$ cat config.mk
export PLATFORM = sky130hd
export DESIGN_NAME = muldiv_sequencer_flat
export DESIGN_NICKNAME = d
export VERILOG_FILES = /design/src/rtl/muldiv_sequencer_pkg.sv /design/src/rtl/muldiv_sequencer_if.sv /design/src/rtl/muldiv_step.sv /design/src/rtl/muldiv_sequencer.sv /design/src/flat_wrapper.sv
export SDC_FILE = /design/constraint.sdc
export NUM_CORES = 1
export LEC_CHECK = 0
export BUFFER_PORTS_ARGS = -buffer_cell sky130_fd_sc_hd__buf_2
export CELL_PAD_IN_SITES_DETAIL_PLACEMENT = 1
export CELL_PAD_IN_SITES_GLOBAL_PLACEMENT = 2
export CORE_ASPECT_RATIO = 0.75
export CORE_MARGIN = 4
export CORE_UTILIZATION = 39
export CTS_CLUSTER_DIAMETER = 50
export DETAILED_ROUTE_END_ITERATION = 8
export PLACE_DENSITY_LB_ADDON = 0.1
export RECOVER_POWER = 100
export SLEW_MARGIN = 5
export SYNTH_ARGS = -nofsm -noshare
export SYNTH_HDL_FRONTEND = slang
export SYNTH_SLANG_ARGS = --single-unit
$ cat constraint.sdc
create_clock -name clk -period 6.3 [get_ports clk]
set_clock_uncertainty 0.15 [all_clocks]
set_input_delay 1.26 -clock clk [delete_from_list [all_inputs] [get_ports clk]]
set_output_delay 1.26 -clock clk [all_outputs]
set_load 0.005 [all_outputs]
$ cat src/rtl/muldiv_sequencer_pkg.sv
// Shared encodings for the EX-stage multiply/divide sequencer: function codes,
// FSM state encoding and the default operand width.
package muldiv_sequencer_pkg;

  localparam int unsigned WIDTH_DEFAULT = 16;

  localparam logic [3:0] FUNCT_MUL = 4'b0001;
  localparam logic [3:0] FUNCT_DIV = 4'b0010;

  typedef enum logic [1:0] {
    StIdle = 2'b00,
    StCalc = 2'b01,
    StDone = 2'b10
  } state_e;

  function automatic logic is_muldiv(logic [3:0] funct);
    return (funct == FUNCT_MUL) || (funct == FUNCT_DIV);
  endfunction

endpackage

$ cat src/rtl/muldiv_sequencer_if.sv
// EX-stage request/response bundle between the pipeline and the mul/div sequencer.
interface muldiv_sequencer_if #(
  parameter int unsigned WIDTH = 16
) ();

  logic             start;
  logic [3:0]       functCode;
  logic [WIDTH-1:0] opA;
  logic [WIDTH-1:0] opB;
  logic             flush;
  logic             stall;
  logic             busy;
  logic             done;
  logic [WIDTH-1:0] resultLo;
  logic [WIDTH-1:0] resultHi;
  logic             divByZero;

  modport master (
    output start, functCode, opA, opB, flush,
    input  stall, busy, done, resultLo, resultHi, divByZero
  );

  modport slave (
    input  start, functCode, opA, opB, flush,
    output stall, busy, done, resultLo, resultHi, divByZero
  );

endinterface

$ cat src/rtl/muldiv_step.sv
// One unsigned iteration: shift-add multiply (acc = {hi, multiplier}) or
// restoring divide (acc = {remainder, dividend/quotient}).
module muldiv_step #(
  parameter int unsigned WIDTH = 16
) (
  input  logic               is_div,
  input  logic [WIDTH-1:0]   mag,
  input  logic [2*WIDTH-1:0] acc_in,
  output logic [2*WIDTH-1:0] acc_out
);

  logic [WIDTH:0] sum;
  logic [WIDTH:0] shifted;
  logic [WIDTH:0] diff;

  always_comb begin
    acc_out = acc_in;
    sum     = '0;
    shifted = '0;
    diff    = '0;
    if (is_div) begin
      shifted = {acc_in[2*WIDTH-1:WIDTH], acc_in[WIDTH-1]};
      diff    = shifted - {1'b0, mag};
      // Borrow out of the top bit means the trial subtraction went negative: restore.
      if (!diff[WIDTH]) begin
        acc_out = {diff[WIDTH-1:0], acc_in[WIDTH-2:0], 1'b1};
      end else begin
        acc_out = {shifted[WIDTH-1:0], acc_in[WIDTH-2:0], 1'b0};
      end
    end else begin
      sum     = {1'b0, acc_in[2*WIDTH-1:WIDTH]} + (acc_in[0] ? {1'b0, mag} : '0);
      acc_out = {sum, acc_in[WIDTH-1:1]};
    end
  end

endmodule

$ cat src/rtl/muldiv_sequencer.sv
// Multi-cycle signed MUL/DIV for the EX stage: stalls the pipeline while iterating,
// returns low result (product low / quotient) and high result (product high / remainder).
module muldiv_sequencer
  import muldiv_sequencer_pkg::*;
#(
  parameter int unsigned WIDTH = WIDTH_DEFAULT,
  parameter int unsigned CNT_W = 5
) (
  input logic               clk,
  input logic               rst,
  muldiv_sequencer_if.slave bus
);

  localparam int unsigned W2 = 2 * WIDTH;

  state_e           state_q, state_d;
  logic [CNT_W-1:0] cnt_q, cnt_d;
  logic             is_div_q, is_div_d;
  logic             sign_a_q, sign_a_d;
  logic             sign_b_q, sign_b_d;
  logic [WIDTH-1:0] mag_q, mag_d;
  logic [W2-1:0]    acc_q, acc_d;
  logic [WIDTH-1:0] res_lo_q, res_lo_d;
  logic [WIDTH-1:0] res_hi_q, res_hi_d;
  logic             dbz_q, dbz_d;

  logic             go;
  logic             launch_div;
  logic             sa, sb;
  logic [WIDTH-1:0] abs_a, abs_b;
  logic [W2-1:0]    acc_step;
  logic [W2-1:0]    prod_fix;
  logic [WIDTH-1:0] quo_fix, rem_fix;

  assign sa         = bus.opA[WIDTH-1];
  assign sb         = bus.opB[WIDTH-1];
  // -2^(WIDTH-1) maps onto itself, which is the correct unsigned magnitude.
  assign abs_a      = sa ? -bus.opA : bus.opA;
  assign abs_b      = sb ? -bus.opB : bus.opB;
  assign go         = bus.start & is_muldiv(bus.functCode) & (state_q == StIdle);
  assign launch_div = (bus.functCode == FUNCT_DIV);

  muldiv_step #(
    .WIDTH (WIDTH)
  ) u_step (
    .is_div  (is_div_q),
    .mag     (mag_q),
    .acc_in  (acc_q),
    .acc_out (acc_step)
  );

  assign prod_fix = (sign_a_q ^ sign_b_q) ? -acc_step : acc_step;
  assign quo_fix  = (sign_a_q ^ sign_b_q) ? -acc_step[WIDTH-1:0] : acc_step[WIDTH-1:0];
  assign rem_fix  = sign_a_q ? -acc_step[W2-1:WIDTH] : acc_step[W2-1:WIDTH];

  always_comb begin
    state_d  = state_q;
    cnt_d    = cnt_q;
    is_div_d = is_div_q;
    sign_a_d = sign_a_q;
    sign_b_d = sign_b_q;
    mag_d    = mag_q;
    acc_d    = acc_q;
    res_lo_d = res_lo_q;
    res_hi_d = res_hi_q;
    dbz_d    = dbz_q;
    unique case (state_q)
      StIdle: begin
        if (go) begin
          is_div_d = launch_div;
          sign_a_d = sa;
          sign_b_d = sb;
          mag_d    = launch_div ? abs_b : abs_a;
          acc_d    = {{WIDTH{1'b0}}, (launch_div ? abs_a : abs_b)};
          cnt_d    = CNT_W'(WIDTH);
          if (launch_div && (bus.opB == '0)) begin
            res_lo_d = '1;
            res_hi_d = bus.opA;
            dbz_d    = 1'b1;
            state_d  = StDone;
          end else begin
            state_d = StCalc;
          end
        end
      end
      StCalc: begin
        if (bus.flush) begin
          state_d = StIdle;
        end else begin
          acc_d = acc_step;
          cnt_d = cnt_q - CNT_W'(1);
          if (cnt_q == CNT_W'(1)) begin
            state_d  = StDone;
            dbz_d    = 1'b0;
            res_lo_d = is_div_q ? quo_fix : prod_fix[WIDTH-1:0];
            res_hi_d = is_div_q ? rem_fix : prod_fix[W2-1:WIDTH];
          end
        end
      end
      StDone:  state_d = StIdle;
      default: state_d = StIdle;
    endcase
  end

  always_ff @(posedge clk or posedge rst) begin
    if (rst) begin
      state_q  <= StIdle;
      cnt_q    <= '0;
      is_div_q <= 1'b0;
      sign_a_q <= 1'b0;
      sign_b_q <= 1'b0;
      mag_q    <= '0;
      acc_q    <= '0;
      res_lo_q <= '0;
      res_hi_q <= '0;
      dbz_q    <= 1'b0;
    end else begin
      state_q  <= state_d;
      cnt_q    <= cnt_d;
      is_div_q <= is_div_d;
      sign_a_q <= sign_a_d;
      sign_b_q <= sign_b_d;
      mag_q    <= mag_d;
      acc_q    <= acc_d;
      res_lo_q <= res_lo_d;
      res_hi_q <= res_hi_d;
      dbz_q    <= dbz_d;
    end
  end

  assign bus.stall     = go | (state_q == StCalc);
  assign bus.busy      = (state_q == StCalc);
  assign bus.done      = (state_q == StDone);
  assign bus.resultLo  = res_lo_q;
  assign bus.resultHi  = res_hi_q;
  assign bus.divByZero = dbz_q & (state_q == StDone);

endmodule

$ cat src/flat_wrapper.sv
// flat-port wrapper written by rule: the top's interface ports become plain ports
module muldiv_sequencer_flat import muldiv_sequencer_pkg::*;
#(
  parameter int unsigned WIDTH = WIDTH_DEFAULT,
  parameter int unsigned CNT_W = 5
)
  (clk, rst, bus_start, bus_functCode, bus_opA, bus_opB, bus_flush, bus_stall, bus_busy, bus_done, bus_resultLo, bus_resultHi, bus_divByZero);
  muldiv_sequencer_if #(.WIDTH(WIDTH)) bus_i ();
  input logic clk;
  input logic rst;
  input wire logic [$bits(bus_i.start)-1:0] bus_start;
  input wire logic [$bits(bus_i.functCode)-1:0] bus_functCode;
  input wire logic [$bits(bus_i.opA)-1:0] bus_opA;
  input wire logic [$bits(bus_i.opB)-1:0] bus_opB;
  input wire logic [$bits(bus_i.flush)-1:0] bus_flush;
  output wire logic [$bits(bus_i.stall)-1:0] bus_stall;
  output wire logic [$bits(bus_i.busy)-1:0] bus_busy;
  output wire logic [$bits(bus_i.done)-1:0] bus_done;
  output wire logic [$bits(bus_i.resultLo)-1:0] bus_resultLo;
  output wire logic [$bits(bus_i.resultHi)-1:0] bus_resultHi;
  output wire logic [$bits(bus_i.divByZero)-1:0] bus_divByZero;
  assign bus_i.start = bus_start;
  assign bus_i.functCode = bus_functCode;
  assign bus_i.opA = bus_opA;
  assign bus_i.opB = bus_opB;
  assign bus_i.flush = bus_flush;
  assign bus_stall = bus_i.stall;
  assign bus_busy = bus_i.busy;
  assign bus_done = bus_i.done;
  assign bus_resultLo = bus_i.resultLo;
  assign bus_resultHi = bus_i.resultHi;
  assign bus_divByZero = bus_i.divByZero;
  muldiv_sequencer #(.WIDTH(WIDTH), .CNT_W(CNT_W)) u_core (.clk(clk), .rst(rst), .bus(bus_i));
endmodule
; ---- After elaboration in Yosys (flattened, before gate mapping)
; Index checks and enable logic that the tools add are counted.
[classes]
muxes = 38
eq_ne = 10
n_addsub = 8
n_reduce_logical = 9
n_bitwise = 5
[op_table]
columns = op, count
row1 = $mux 16, 17
row2 = $mux 32, 5
row3 = $neg 16->16, 4
row4 = $pmux 16 s2, 2
row5 = $pmux 32 s2, 1
row6 = $neg 32->32, 1
row7 = $add 16x16->17, 1
row8 = $sub 17x16->17, 1
row9 = $logic_not 16->1, 1
row10 = $mux 5, 2
row11 = $pmux 5 s2, 1
row12 = $mux 2, 4
row13 = $eq 5x1->1 const B, 1
row14 = $reduce_and 5->1, 1
row15 = $sub 5x1->5 const B, 1
row16 = $eq 4x1->1 const B, 1
row17 = $eq 4x2->1 const B, 1
row18 = $mux 1, 4
row19 = $ne 2x1->1 const B, 2
row20 = $ne 2x2->1 const B, 2
row21 = $pmux 2 s2, 1
row22 = $reduce_and 2->1, 2
row23 = $and 1x1->1, 3
row24 = $ne 3x2->1 const B, 1
row25 = other kinds (10), 10
[totals]
elab_cells = 80
input_bits = 40
reg_bits = 91
output_inout_bits = 36

; ---- Depth between registers and ports, before layout
; Gate-level depths: netlist of run 1.
[depth]
word_depth = 9
mapped_depth = 21
ltp_nobuf = 20

; ---- By module
; A second synthesis of run 1 with hierarchy kept.
[hier_totals]
hier_cells = 974
hier_area_um2 = 7761.2
[modules_own_cells]
columns = module, seq_area_each_um2, cells_per_inst, n_inst, area_each_um2
row1 = muldiv_sequencer, 2277.2, 674, 1, 5599.1
row2 = muldiv_step, 0.0, 300, 1, 2162.1

; ---- Worst setup path before layout of run 1
; OpenSTA, ideal clock, no wires.
[synth_path]
kind = register to register
startpoint = reg u_core.acc_q[15]
endpoint = reg u_core.res_hi_q[14], in the netlist u_core.bus.resultHi[14]
setup_ns = 0.128
required_ns = 6.022
path_buffers = 1
path_stages_with_launch = 21
slack_ns = 2.011
synth_period_minus_slack_ns = 4.289
t_arrival_ns = 4.010
path_cell_list = dfrtp_1 inv_1 ha_1 inv_1 fa_1 a211oi_2 o211ai_1 and4_1 nor3_1 buf_4 nor3_1 a21oi_1 ha_1 o21ai_1 nor4_1 o21ai_1 o21ai_1 nand3_1 o41ai_1 xnor2_1 o22ai_1
[synth_between]
elab_chain_len = 9
word_cells_on_any_way = 11
cone_classes = add/sub: 3 / mux: 8
[synth_rtl]
columns = element, line_no
row1 = from (decl), muldiv_sequencer.sv:22  ; logic [W2-1:0] acc_q, acc_d;
row2 = from (signal assigned), muldiv_sequencer.sv:113  ; acc_q <= '0;
row3 = from (signal assigned), muldiv_sequencer.sv:124  ; acc_q <= acc_d;
row4 = $sub 17x16->17, muldiv_step.sv:23  ; diff = shifted - {1'b0, mag};
row5 = $mux 32, muldiv_step.sv:25  ; if (!diff[WIDTH]) begin
row6 = $mux 32 (*), muldiv_step.sv:21  ; if (is_div) begin
row7 = $neg 32->32 / $neg 16->16 (equally long branches), "muldiv_sequencer.sv:52, muldiv_sequencer.sv:54"
row8 = $mux 32 / $mux 16 (equally long branches), "muldiv_sequencer.sv:52, muldiv_sequencer.sv:54"
row9 = $mux 16 (*), muldiv_sequencer.sv:96  ; res_hi_d = is_div_q ? rem_fix : prod_fix[W2-1:WIDTH];
row10 = $mux 16 (*), muldiv_sequencer.sv:92  ; if (cnt_q == CNT_W'(1)) begin
row11 = $mux 16 (*), muldiv_sequencer.sv:87  ; if (bus.flush) begin
row12 = $pmux 16 s2 (*), muldiv_sequencer.sv:67  ; unique case (state_q)
row13 = to (signal assigned), muldiv_sequencer.sv:126  ; res_hi_q <= res_hi_d;
row14 = to (decl), muldiv_sequencer.sv:24  ; logic [WIDTH-1:0] res_hi_q, res_hi_d;
; Mark *: on every way between the ends. The rest lies on a longest branch, timed or not. The select of a mux whose other input is x is not followed.
; A chain may end at the register's enable or synchronous reset.

; ---- Worst setup path in the final report of run 1
; Ends and elaborated chain as after synthesis.

==> flow_summary.json, run 1 <==
{
  "num_rows": 45,
  "drive_gt1_share_pct": 9.24,
  "dieHeight_um": 132,
  "final.period_utilization_pct": 86.8,
  "powerDensity_nw_per_um2": 469,
  "ant_nets": 0,
  "place_worst_setup_slack_ps": 1260,
  "p_leak_uw": 0.00383,
  "syn_inst": 1025,
  "slew_viol_final": 202,
  "wirelength_mm": 31.2,
  "rsz0062_at_grt": "no",
  "io_buffers": 75,
  "crit_type": "reg2reg",
  "peakVddDrop_mv": 0.157,
  "core_um2": 20200,
  "drtIter0Drc": 842,
  "power.internal_uw": 2040,
  "ff2ff_setup_slack_ps": 830,
  "failed_checks": "max-capacitance violations, max-slew violations",
  "grt_pass1_wl_mm": 48.5,
  "report.final.setup_viol": 0,
  "critPathRequiredTime_ps": 6370,
  "fp.dieW_um": 173,
  "netSwitchingFraction_pct": 50.5,
  "dp_hpwl_mm": 23.6,
  "synth_top_area_share_pct": 28.5,
  "clock-sinks": 91,
  "syn_to_final_growth_pct": 10.3,
  "clock_path_buffers": 2,
  "clock_latency_ps": 360,
  "p_clk_share_pct": 14.2,
  "first_global_vias": 7787,
  "maxSlewHeadroom_pct": -96.3,
  "antenna_found_initial": 0,
  "cts_resized": 0,
  "final_core_util_pct": 43.6,
  "synth_edf_count": 0,
  "via_per_inst": 6.12,
  "synthFlopType": "dfrtp_1",
  "cts_tree": "done",
  "post_drt_wl_per_cell_um": 23.5,
  "hold_viol": 0,
  "hold_path_class": "reg2reg",
  "drcViolationCount": 0,
  "cap_violations": 4,
  "p_seq_share_pct": 24.5,
  "status": "finished, violations left",
  "synth_area_per_cell_um2": 7.78,
  "clk_pin_slew_ps": 80,
  "synthDistinctLibCells": 78,
  "crit_path_end_kind": "flop",
  "ios": 76,
  "async_reset_ff_share_pct": 100,
  "synth_top_cell_by_area": "dfrtp_1",
  "finalCriticalPeriod_ps": 5470,
  "synth-seq-cells": 91,
  "synth_area_leaders": "dfrtp_1 29%, a21oi_1 6.3%, ha_1 6.0%, nand2_1 4.9%, nor2_1 4.5%",
  "vias": 8136,
  "h-tree-depth": 3,
  "syn_nets": 1105,
  "cts-buffers-inserted": 9,
  "cp.arrival_ps": 5540,
  "n_antenna_cell": 0,
  "start_util_pct": 39.6,
  "max_freq_mhz": 183,
  "grt_max_degree": 72,
  "cts-hold-fix-buffers": 0,
  "critPathLaunchType": "flop",
  "worstMarginPinSlew_ps": 2940,
  "ys_warn_count": 0,
  "grt_usage_pct": 27.0,
  "cts_setup_buffers": 0,
  "p_switching_uw": 2080,
  "syn_area_um2": 7980,
  "drtPass1Iterations": 5,
  "die_area_um2": 22800,
  "worstPathMaxFanout": 7,
  "setup_slack_ps": 829,
  "ys_seq_area_share_pct": 28.5,
  "overflow": 0,
  "p_comb_share_pct": 61.3,
  "final_net_count": 1146,
  "root_buffer": "clkbuf_16",
  "finalSetupTns_ps": 0,
  "gp_congestion": 0.890
}
area by class of cell:
| cell class | count | area [um2] |
|---|---|---|
| clock buffer | 11 | 243 |
| clock inverter | 5 | 60.1 |
| fill | 2496 | 11400 |
| inverter | 40 | 151 |
| multi-input combinational | 834 | 5310 |
| sequential | 91 | 2280 |
| tap | 258 | 323 |
| timing repair buffer | 90 | 435 |
metrics by stage:
stage	total power [uW]	instance area, um2	instances	hold WS [ps]
after floorplan	2710	7980	1025	308
after global placement	3470	8560	1313	314
after detailed placement	3500	8560	1313	331
after CTS	4120	8860	1329	348
after global routing	4430	8800	1329	361
final	4120	8800	1329	341
critical path: stages, from the launching register on:
cell and delay (ps):
dfrtp_1 410, inv_1 90, ha_1 160, inv_1 50, fa_1 400, a211oi_1 360, o211ai_1 260, and4_1 290
nor3_1 260, nor3_1 140, a21oi_1 360, ha_1 270, o21ai_0 130, nor4_1 310, o21ai_0 370, o21ai_1 510
nand3_1 180, o41ai_1 370, xnor2_1 170, o22ai_1 90
power by group through the flow:
stage	sequential, uW	clock, uW	combinational (uW)
6_report	1010	585	2530
5_1_grt	1040	609	2780
4_1_cts	1000	592	2520
3_5_place_dp	1010	0	2490
3_3_place_gp	1010	0	2460
2_1_floorplan	928	0	1780
worst paths after layout:
path                                               startpoint                                   to  cells after the start
setup / recovery                 u_core.acc_q[15]$_DFFE_PP0P_  u_core.bus.resultHi[14]$_DFFE_PP0P_                     19
hold / removal             u_core.bus.resultHi[3]$_DFFE_PP0P_   u_core.bus.resultHi[3]$_DFFE_PP0P_                      2
setup reg to reg                 u_core.acc_q[15]$_DFFE_PP0P_  u_core.bus.resultHi[14]$_DFFE_PP0P_                     19
hold reg to reg            u_core.bus.resultHi[3]$_DFFE_PP0P_   u_core.bus.resultHi[3]$_DFFE_PP0P_                      2
max in group asynchronous                                 rst          u_core.is_div_q$_DFFE_PP0P_                      3
min in group asynchronous                                 rst  u_core.bus.resultLo[10]$_DFFE_PP0P_                      2
Yosys cell counts (all sizes together) (8+ instances only):
library cell and number:
nand2 105, a21oi 100, nor2 97, dfrtp 91, o21ai 69, clkbuf 50
xnor2 41, inv 40, nand3 39, ha 38, xor2 36, nor3 32
and2 26, mux2i 19, a31oi 17, or3 17, a21o 15, o221ai 15
o211ai 12, o31ai 11, a211oi 10, buf 10, nand2b 9, nand4 9
nor4 9, a31o 8, and3 8
per-layer routing:
layer	GRT usage, %	vias to the layer above	routed length [um]
met4	4.65	0	328
met3	4.21	19	2130
li1	-	3805	-
met2	36.1	263	12300
met1	45.1	4049	16500
met5	0	-	0
registers in the layout (all words and copies together), names as in the netlist:
name	count
u_core.acc_q	32
u_core.mag_q	16
u_core.sign_a_q	1
u_core.bus.resultLo	16
u_core.cnt_q	5
u_core.bus.resultHi	16
u_core.dbz_q	1
u_core.sign_b_q	1
u_core.state_q	2
u_core.is_div_q	1
cell families (layout without fill, tap and decap cells):
kind of cell	Yosys count	after routing	share of synthesized area, %
simple gates	383	383	23.5
compound gates	309	309	24.9
buf+inv	100	146	4.92
flops	91	91	28.5
xor+xnor	77	77	8.45
fa+ha+maj	40	40	6.46
mux	25	25	3.23
cells in the final DEF, fill, tap and decap left out, drive strengths merged, types with 10 or more instances in the layout:
cell / instances
a211oi: 10
a21o: 15
a21oi: 100
a31oi: 17
and2: 26
buf: 60
clkbuf: 41
dfrtp: 91
ha: 38
inv: 40
mux2i: 19
nand2: 105
nand3: 39
nor2: 97
nor3: 32
o211ai: 12
o21ai: 69
o221ai: 15
o31ai: 11
or3: 17
xnor2: 41
xor2: 36
(Power assumes the default switching activity.)
==> run 2: changes to the inputs <==
--- a/config.mk
+++ b/config.mk
@@ -8,7 +8,7 @@
 export BUFFER_PORTS_ARGS = -buffer_cell sky130_fd_sc_hd__buf_2
 export CELL_PAD_IN_SITES_DETAIL_PLACEMENT = 1
 export CELL_PAD_IN_SITES_GLOBAL_PLACEMENT = 2
-export CORE_ASPECT_RATIO = 0.75
+export CORE_ASPECT_RATIO = 1.75
 export CORE_MARGIN = 4
 export CORE_UTILIZATION = 39
 export CTS_CLUSTER_DIAMETER = 50
@@ -18,4 +18,5 @@
 export SLEW_MARGIN = 5
 export SYNTH_ARGS = -nofsm -noshare
 export SYNTH_HDL_FRONTEND = slang
+export SYNTH_HIERARCHICAL = 1
 export SYNTH_SLANG_ARGS = --single-unit
==> constraint.sdc (replaced) <==
create_clock -name clk -period 6.3 [get_ports clk]
set_clock_uncertainty 0.15 [all_clocks]
set_input_delay 1.26 -clock clk [delete_from_list [all_inputs] [get_ports clk]]
set_output_delay 1.26 -clock clk [all_outputs]
set_load 0.02 [all_outputs]
==> run 2 against run 1 <==
The run still ends with max-capacitance violations, max-slew violations left. Fmax is 1.3% higher. Count of clock-buffer cells in the layout is 2 lower. Setup slack better by 72 ps. Sequential cell count stayed put. Clock power is 5.0% higher. Non-clock buffer count is 2 lower. Critical path depth is 1 lower. Critical path type unchanged. Design area is 2.7% lower. Combinational power is 28% lower. Largest power group unchanged. First-iteration DRC count is 55% lower.
==> flow_summary.json, run 2 <==
{
  "status": "finished, violations left",
  "failed_checks": "max-capacitance violations, max-slew violations",
  "drtIter0Drc": 375,
  "syn_inst": 974,
  "ys_warn_count": 6,
  "slew_viol_final": 178,
  "cts_tree": "done",
  "die_area_um2": 22300,
  "p_leak_uw": 0.00375,
  "layout_commonest_cell": "nand2_1",
  "fillers": 2447,
  "fp.dieW_um": 115,
  "drive_gt1_share_pct": 10.1,
  "power.internal_uw": 1740,
  "grt_usage_pct": 28.6,
  "ys_seq_area_share_pct": 29.3,
  "syn_to_final_growth_pct": 10.3,
  "first_global_vias": 8136,
  "start_util_pct": 39.5,
  "synth_area_per_cell_um2": 7.97,
  "cp_top_family": "compound AO/OA/AOI/OAI gates",
  "netSwitchingFraction_pct": 48.1,
  "cap_violations": 4,
  "p_switching_uw": 1620,
  "cts-hold-fix-buffers": 0,
  "final_net_count": 1107,
  "core_um2": 19700,
  "peakVddDrop_mv": 0.186,
  "via_per_inst": 6.00,
  "p_clk_share_pct": 18.3,
  "hold_viol": 0,
  "critPathLaunchType": "flop",
  "drtPass1Iterations": 5,
  "crit_type": "reg2reg",
  "p_comb_share_pct": 53.9,
  "synth_top_area_share_pct": 29.3,
  "slowest_delay_ps": 650,
  "clock_latency_ps": 350,
  "grt_pass1_wl_mm": 48.5,
  "synth_most_common_cell": "nand2_1",
  "cts_setup_buffers": 0,
  "path_cells": "inv_1 > ha_1 > a21oi_1 > o21bai_1 > a211oi_1 > o221ai_1 > xor2_2 > mux2i_1 > mux2_1 > inv_1 > ha_1 > or3b_2 > nor4b_1 > or2_2 > a22oi_1 > xor2_1 > mux2i_1 > o21ai_0",
  "crit_path_end_kind": "flop",
  "worstPathMaxFanout": 15,
  "cts-buffers-inserted": 9,
  "n_antenna_cell": 0,
  "largest_reg_flops": 32,
  "cp.arrival_ps": 5440,
  "hold_path_class": "reg2reg",
  "critPathRequiredTime_ps": 6340,
  "post_drt_wl_per_cell_um": 24.6,
  "report.final.setup_viol": 0,
  "vias": 7667,
  "synth-seq-cells": 91,
  "synthDistinctLibCells": 85,
  "synth_edf_count": 0,
  "async_reset_ff_share_pct": 100,
  "cts_resized": 0,
  "powerDensity_nw_per_um2": 392,
  "finalCriticalPeriod_ps": 5400,
  "grt_max_degree": 54,
  "ios": 76,
  "dieHeight_um": 195,
  "worstMarginPinSlew_ps": 2680,
  "io_buffers": 75,
  "finalSetupTns_ps": 0,
  "synthFlopType": "dfrtp_1",
  "dp.cells": 1261,
  "dp_hpwl_mm": 24.8,
  "clock-sinks": 91,
  "antenna_found_initial": 0,
  "setup_slack_ps": 901,
  "num_rows": 68,
  "final.period_utilization_pct": 85.7,
  "final_core_util_pct": 43.6,
  "root_buffer": "clkbuf_16",
  "gp_congestion": 0.929,
  "crit_buf_inv": 2,
  "holdWs_ps": 344,
  "syn_nets": 1054,
  "overflow": 0,
  "ant_nets": 0,
  "largest_register": "u_core/acc_q",
  "synth_area_leaders": "dfrtp_1 29%, nand2_1 7.2%, ha_1 6.1%, xor2_1 5.1%, o21ai_0 4.8%",
  "maxSlewHeadroom_pct": -78.4,
  "p_seq_share_pct": 27.9,
  "synth_commonest_cells": "149 x nand2_1, 94 x nor2_1, 91 x dfrtp_1",
  "place_worst_setup_slack_ps": 1110,
  "h-tree-depth": 3,
  "final_cells": 1277,
  "synth_top_cell_by_area": "dfrtp_1",
  "syn_area_um2": 7760,
  "rsz0062_at_grt": "no",
  "drcViolationCount": 0,
  "final_cell_mix": "149 x nand2_1, 94 x nor2_1, 90 x dfrtp_1",
  "slowest_stage": "xor2_2",
  "clk_pin_slew_ps": 80,
  "wirelength_mm": 31.5,
  "max_freq_mhz": 185,
  "clock_path_buffers": 2
}
run 2: changes by cell type after synthesis, sizes merged, moves of 7 or more:
cell and delta:
a21oi -41, a31oi +7, and2 -8, clkbuf -15, mux2 +12, nand2 +44, nand3 -17, nor3 -14
o21ai +10, or3 -8, xor2 +10
run 2: layer usage:
| metal | GRT usage [%] | vias to the layer above | share of wire, % |
|---|---|---|---|
| met4 | 15.3 | 0 | 6.0 |
| met5 | 0 | - | 0 |
| met2 | 54.8 | 189 | 56 |
| met1 | 29.6 | 3815 | 35 |
| met3 | 2.62 | 80 | 2.5 |
| li1 | - | 3583 | - |
run 2: path summary, 6_finish.rpt:
path,cells after the start,slack [ps],end,startpoint
worst min-delay path,2,340,u_core/mag_q[11]$_DFFE_PP0P_,u_core/mag_q[11]$_DFFE_PP0P_
worst max register to register,18,900,u_core/bus.resultHi[6]$_DFFE_PP0P_,u_core/mag_q[12]$_DFFE_PP0P_
min in group asynchronous,2,1260,u_core/bus.resultLo[5]$_DFFE_PP0P_,rst
worst min register to register,2,340,u_core/mag_q[11]$_DFFE_PP0P_,u_core/mag_q[11]$_DFFE_PP0P_
max in group asynchronous,3,3170,u_core/is_div_q$_DFFE_PP0P_,rst
worst max-delay path,18,900,u_core/bus.resultHi[6]$_DFFE_PP0P_,u_core/mag_q[12]$_DFFE_PP0P_
run 2: power groups by stage:
stage | logic, uW | clock network [uW] | registers (uW)
3_5_place_dp | 1830 | 0 | 944
5_1_grt | 1970 | 644 | 961
3_3_place_gp | 1820 | 0 | 943
4_1_cts | 1840 | 623 | 935
6_report | 1810 | 614 | 936
2_1_floorplan | 1170 | 0 | 961
run 2: cells by family after synthesis:
group / synth area share (%)
DFF: 29.3
AOI/OAI and AO/OA: 22.6
muxes: 4.29
adders and majority gates: 6.64
buffers and inverters: 4.84
and+or+nand+nor: 22.8
xor gates and xnor gates: 9.46
run 2: worst min-delay path, stage by stage, from the launching register on:
cell	delay [ps]
dfrtp_1	360
nand2_1	50
nand2_1	50
run 2: cell type report:
cell class / instances / area, um2 / area share (%)
repair buffers: 88 / 410 / 4.79
multi-input cells: 795 / 5080 / 59.4
clock buffers: 9 / 225 / 2.63
flip-flops and latches: 91 / 2280 / 26.6
inverters: 42 / 159 / 1.86
well taps: 245 / 307 / 3.58
clock inverters: 7 / 97.6 / 1.14
run 2: per-stage QoR:
step	cell area (um2)	total power (uW)
final	8560	3360
after detailed placement	8340	2770
after CTS	8660	3400
after floorplan	7760	2140
after global routing	8560	3580
after global placement	8340	2760
==> run 3: changes to the inputs <==
--- a/config.mk
+++ b/config.mk
@@ -9,11 +9,11 @@
 export CELL_PAD_IN_SITES_DETAIL_PLACEMENT = 1
 export CELL_PAD_IN_SITES_GLOBAL_PLACEMENT = 2
 export CORE_ASPECT_RATIO = 1.75
-export CORE_MARGIN = 4
 export CORE_UTILIZATION = 39
 export CTS_CLUSTER_DIAMETER = 50
 export DETAILED_ROUTE_END_ITERATION = 8
-export PLACE_DENSITY_LB_ADDON = 0.1
+export GPL_ROUTABILITY_DRIVEN = 0
+export PLACE_DENSITY_LB_ADDON = 0.05
 export RECOVER_POWER = 100
 export SLEW_MARGIN = 5
 export SYNTH_ARGS = -nofsm -noshare
==> run 3 against run 2 <==
The run still ends with max-capacitance violations, max-slew violations left. Sequential cell count unchanged. Count of clock-buffer cells in the layout rose by 4. Die area fell by 8.2%. Design area barely moved. Non-clock buffer count did not move. Combinational power about the same. Cell count fell by 0.31%. Register-to-register slack worse by 80 ps. Largest cell class unchanged.
==> flow_summary.json, run 3 (synthesized netlist as in run 2, its figures left out) <==
{
  "cap_violations": 5,
  "rsz0062_at_grt": "no",
  "root_buffer": "clkbuf_16",
  "final_net_count": 1107,
  "final.period_utilization_pct": 86.9,
  "largest_reg_flops": 32,
  "largest_register": "u_core/acc_q",
  "syn_to_final_growth_pct": 10.3,
  "min_to": "u_core/acc_q[15]$_DFFE_PP0P_",
  "num_rows": 67,
  "hold_path_class": "reg2reg",
  "cp.arrival_ps": 5620,
  "holdPathStages": 2,
  "ff2ff_setup_slack_ps": 820,
  "antenna_found_initial": 0,
  "dp_hpwl_mm": 24.7,
  "cts_resized": 0,
  "vias": 7623,
  "report.final.setup_viol": 0,
  "ff2ff_path_depth": 18,
  "finalSetupTns_ps": 0,
  "final_cell_mix": "149 x nand2_1, 94 x nor2_1, 90 x dfrtp_1",
  "hold_viol": 0,
  "grt_max_degree": 52,
  "clock-sinks": 91,
  "crit_type": "reg2reg",
  "core_um2": 19400,
  "drtIter0Drc": 317,
  "maxSlewHeadroom_pct": -70.8,
  "crit_path_end_kind": "flop",
  "grt_pass1_wl_mm": 48.6,
  "dieHeight_um": 189,
  "failed_checks": "max-capacitance violations, max-slew violations",
  "holdCritStartpoint": "u_core/acc_q[15]$_DFFE_PP0P_",
  "worstMarginPinSlew_ps": 2560,
  "io_buffers": 75,
  "critPathRequiredTime_ps": 6440,
  "worstPathMaxFanout": 9,
  "cts_setup_buffers": 0,
  "layout_commonest_cell": "nand2_1",
  "drive_gt1_share_pct": 9.59,
  "ios": 76,
  "final_core_util_pct": 44.2,
  "start_util_pct": 40.1,
  "drcViolationCount": 0,
  "r2r_start": "u_core/mag_q[0]$_DFFE_PP0P_",
  "post_drt_wl_per_cell_um": 25.1,
  "drtPass1Iterations": 5,
  "n_antenna_cell": 0,
  "fp.dieW_um": 109,
  "cts-hold-fix-buffers": 0,
  "die_area_um2": 20500,
  "critPathLaunchType": "flop",
  "clock_path_buffers": 2,
  "cts-buffers-inserted": 9,
  "first_global_vias": 8058,
  "p_leak_uw": 0.00375,
  "clk_pin_slew_ps": 70,
  "peakVddDrop_mv": 0.198,
  "h-tree-depth": 3,
  "slew_viol_final": 230,
  "wirelength_mm": 31.9,
  "via_per_inst": 5.99,
  "finalCriticalPeriod_ps": 5480,
  "powerDensity_nw_per_um2": 399,
  "ant_nets": 0,
  "overflow": 0,
  "grt_usage_pct": 33.0,
  "status": "finished, violations left",
  "cts_tree": "done",
  "r2r_end": "u_core/bus.resultHi[6]$_DFFE_PP0P_",
  "clock_latency_ps": 370,
  "max_freq_mhz": 183
}
-- run 3: changes by cell type in the layout (fill, tap and decap cells not counted), sizes merged --
cell / delta
buf: -3
inv: -2
clkinvlp: -2
clkbuf: +7
-- run 3: how the worst max path moves through the flow --
stage	start	to	slack, ps	cells past startpoint
finish	u_core/mag_q[0]$_DFFE_PP0P_	u_core/bus.resultHi[6]$_DFFE_PP0P_	820	18
global route	u_core/mag_q[0]$_DFFE_PP0P_	u_core/bus.resultHi[6]$_DFFE_PP0P_	420	18
CTS	u_core/mag_q[0]$_DFFE_PP0P_	u_core/bus.resultHi[6]$_DFFE_PP0P_	1200	18
detailed placement	u_core/mag_q[0]$_DFFE_PP0P_	u_core/bus.resultHi[6]$_DFFE_PP0P_	1200	18
global placement	u_core/mag_q[0]$_DFFE_PP0P_	u_core/bus.resultHi[6]$_DFFE_PP0P_	1340	18
floorplan	u_core/acc_q[0]$_DFFE_PP0P_	u_core/bus.resultHi[15]$_DFFE_PP0P_	2010	18
-- run 3: worst max-delay path: stages (launching register included) --
cell and delay (ps):
dfrtp_1 400, ha_1 240, fa_1 410, nor2b_1 160, o31a_2 190, o21ai_4 80, o221ai_1 220, xor2_1 760
mux2_1 440, a21oi_1 510, inv_1 180, ha_1 270, or3b_2 260, nor4b_1 80, or2_2 310, a22oi_1 210
xor2_1 210, mux2i_1 90, o21ai_0 230
-- run 3: area by class of cell --
cell class	count	area (um2)
Tap cell	241	302
Timing Repair Buffer	88	399
Fill cell	2399	10800
Sequential cell	91	2280
Inverter	42	159
Clock buffer	13	270
Multi-Input combinational cell	795	5080
Clock inverter	3	68.8
-- run 3: stage by stage --
| step | area (um2) | power [uW] | cells | hold WS (ps) | setup WS (ps) |
|---|---|---|---|---|---|
| 2_1_floorplan | 7760 | 2140 | 974 | 300 | 2010 |
| 3_3_place_gp | 8340 | 2760 | 1257 | 314 | 1340 |
| 3_5_place_dp | 8340 | 2770 | 1257 | 320 | 1200 |
| 4_1_cts | 8670 | 3430 | 1273 | 336 | 1200 |
| 5_1_grt | 8560 | 3630 | 1273 | 372 | 419 |
| 6_report | 8560 | 3410 | 1273 | 339 | 824 |
-- run 3: per-layer routing --
metal	up-vias	wire length [um]	global-route usage, %
met2	177	17000	60.0
met4	0	2680	24.7
met3	100	1170	5.85
li1	3583	-	-
met1	3763	11000	32.3
met5	-	0	0
-- run 3: where the power goes --
group / internal (uW) / total (uW) / switching [uW] / leakage [uW]
combinational: 630 / 1840 / 1210 / 0.00239
sequential: 754 / 944 / 190 / 0.00120
clock: 381 / 631 / 250 / 0.000166
total: 1770 / 3410 / 1650 / 0.00375
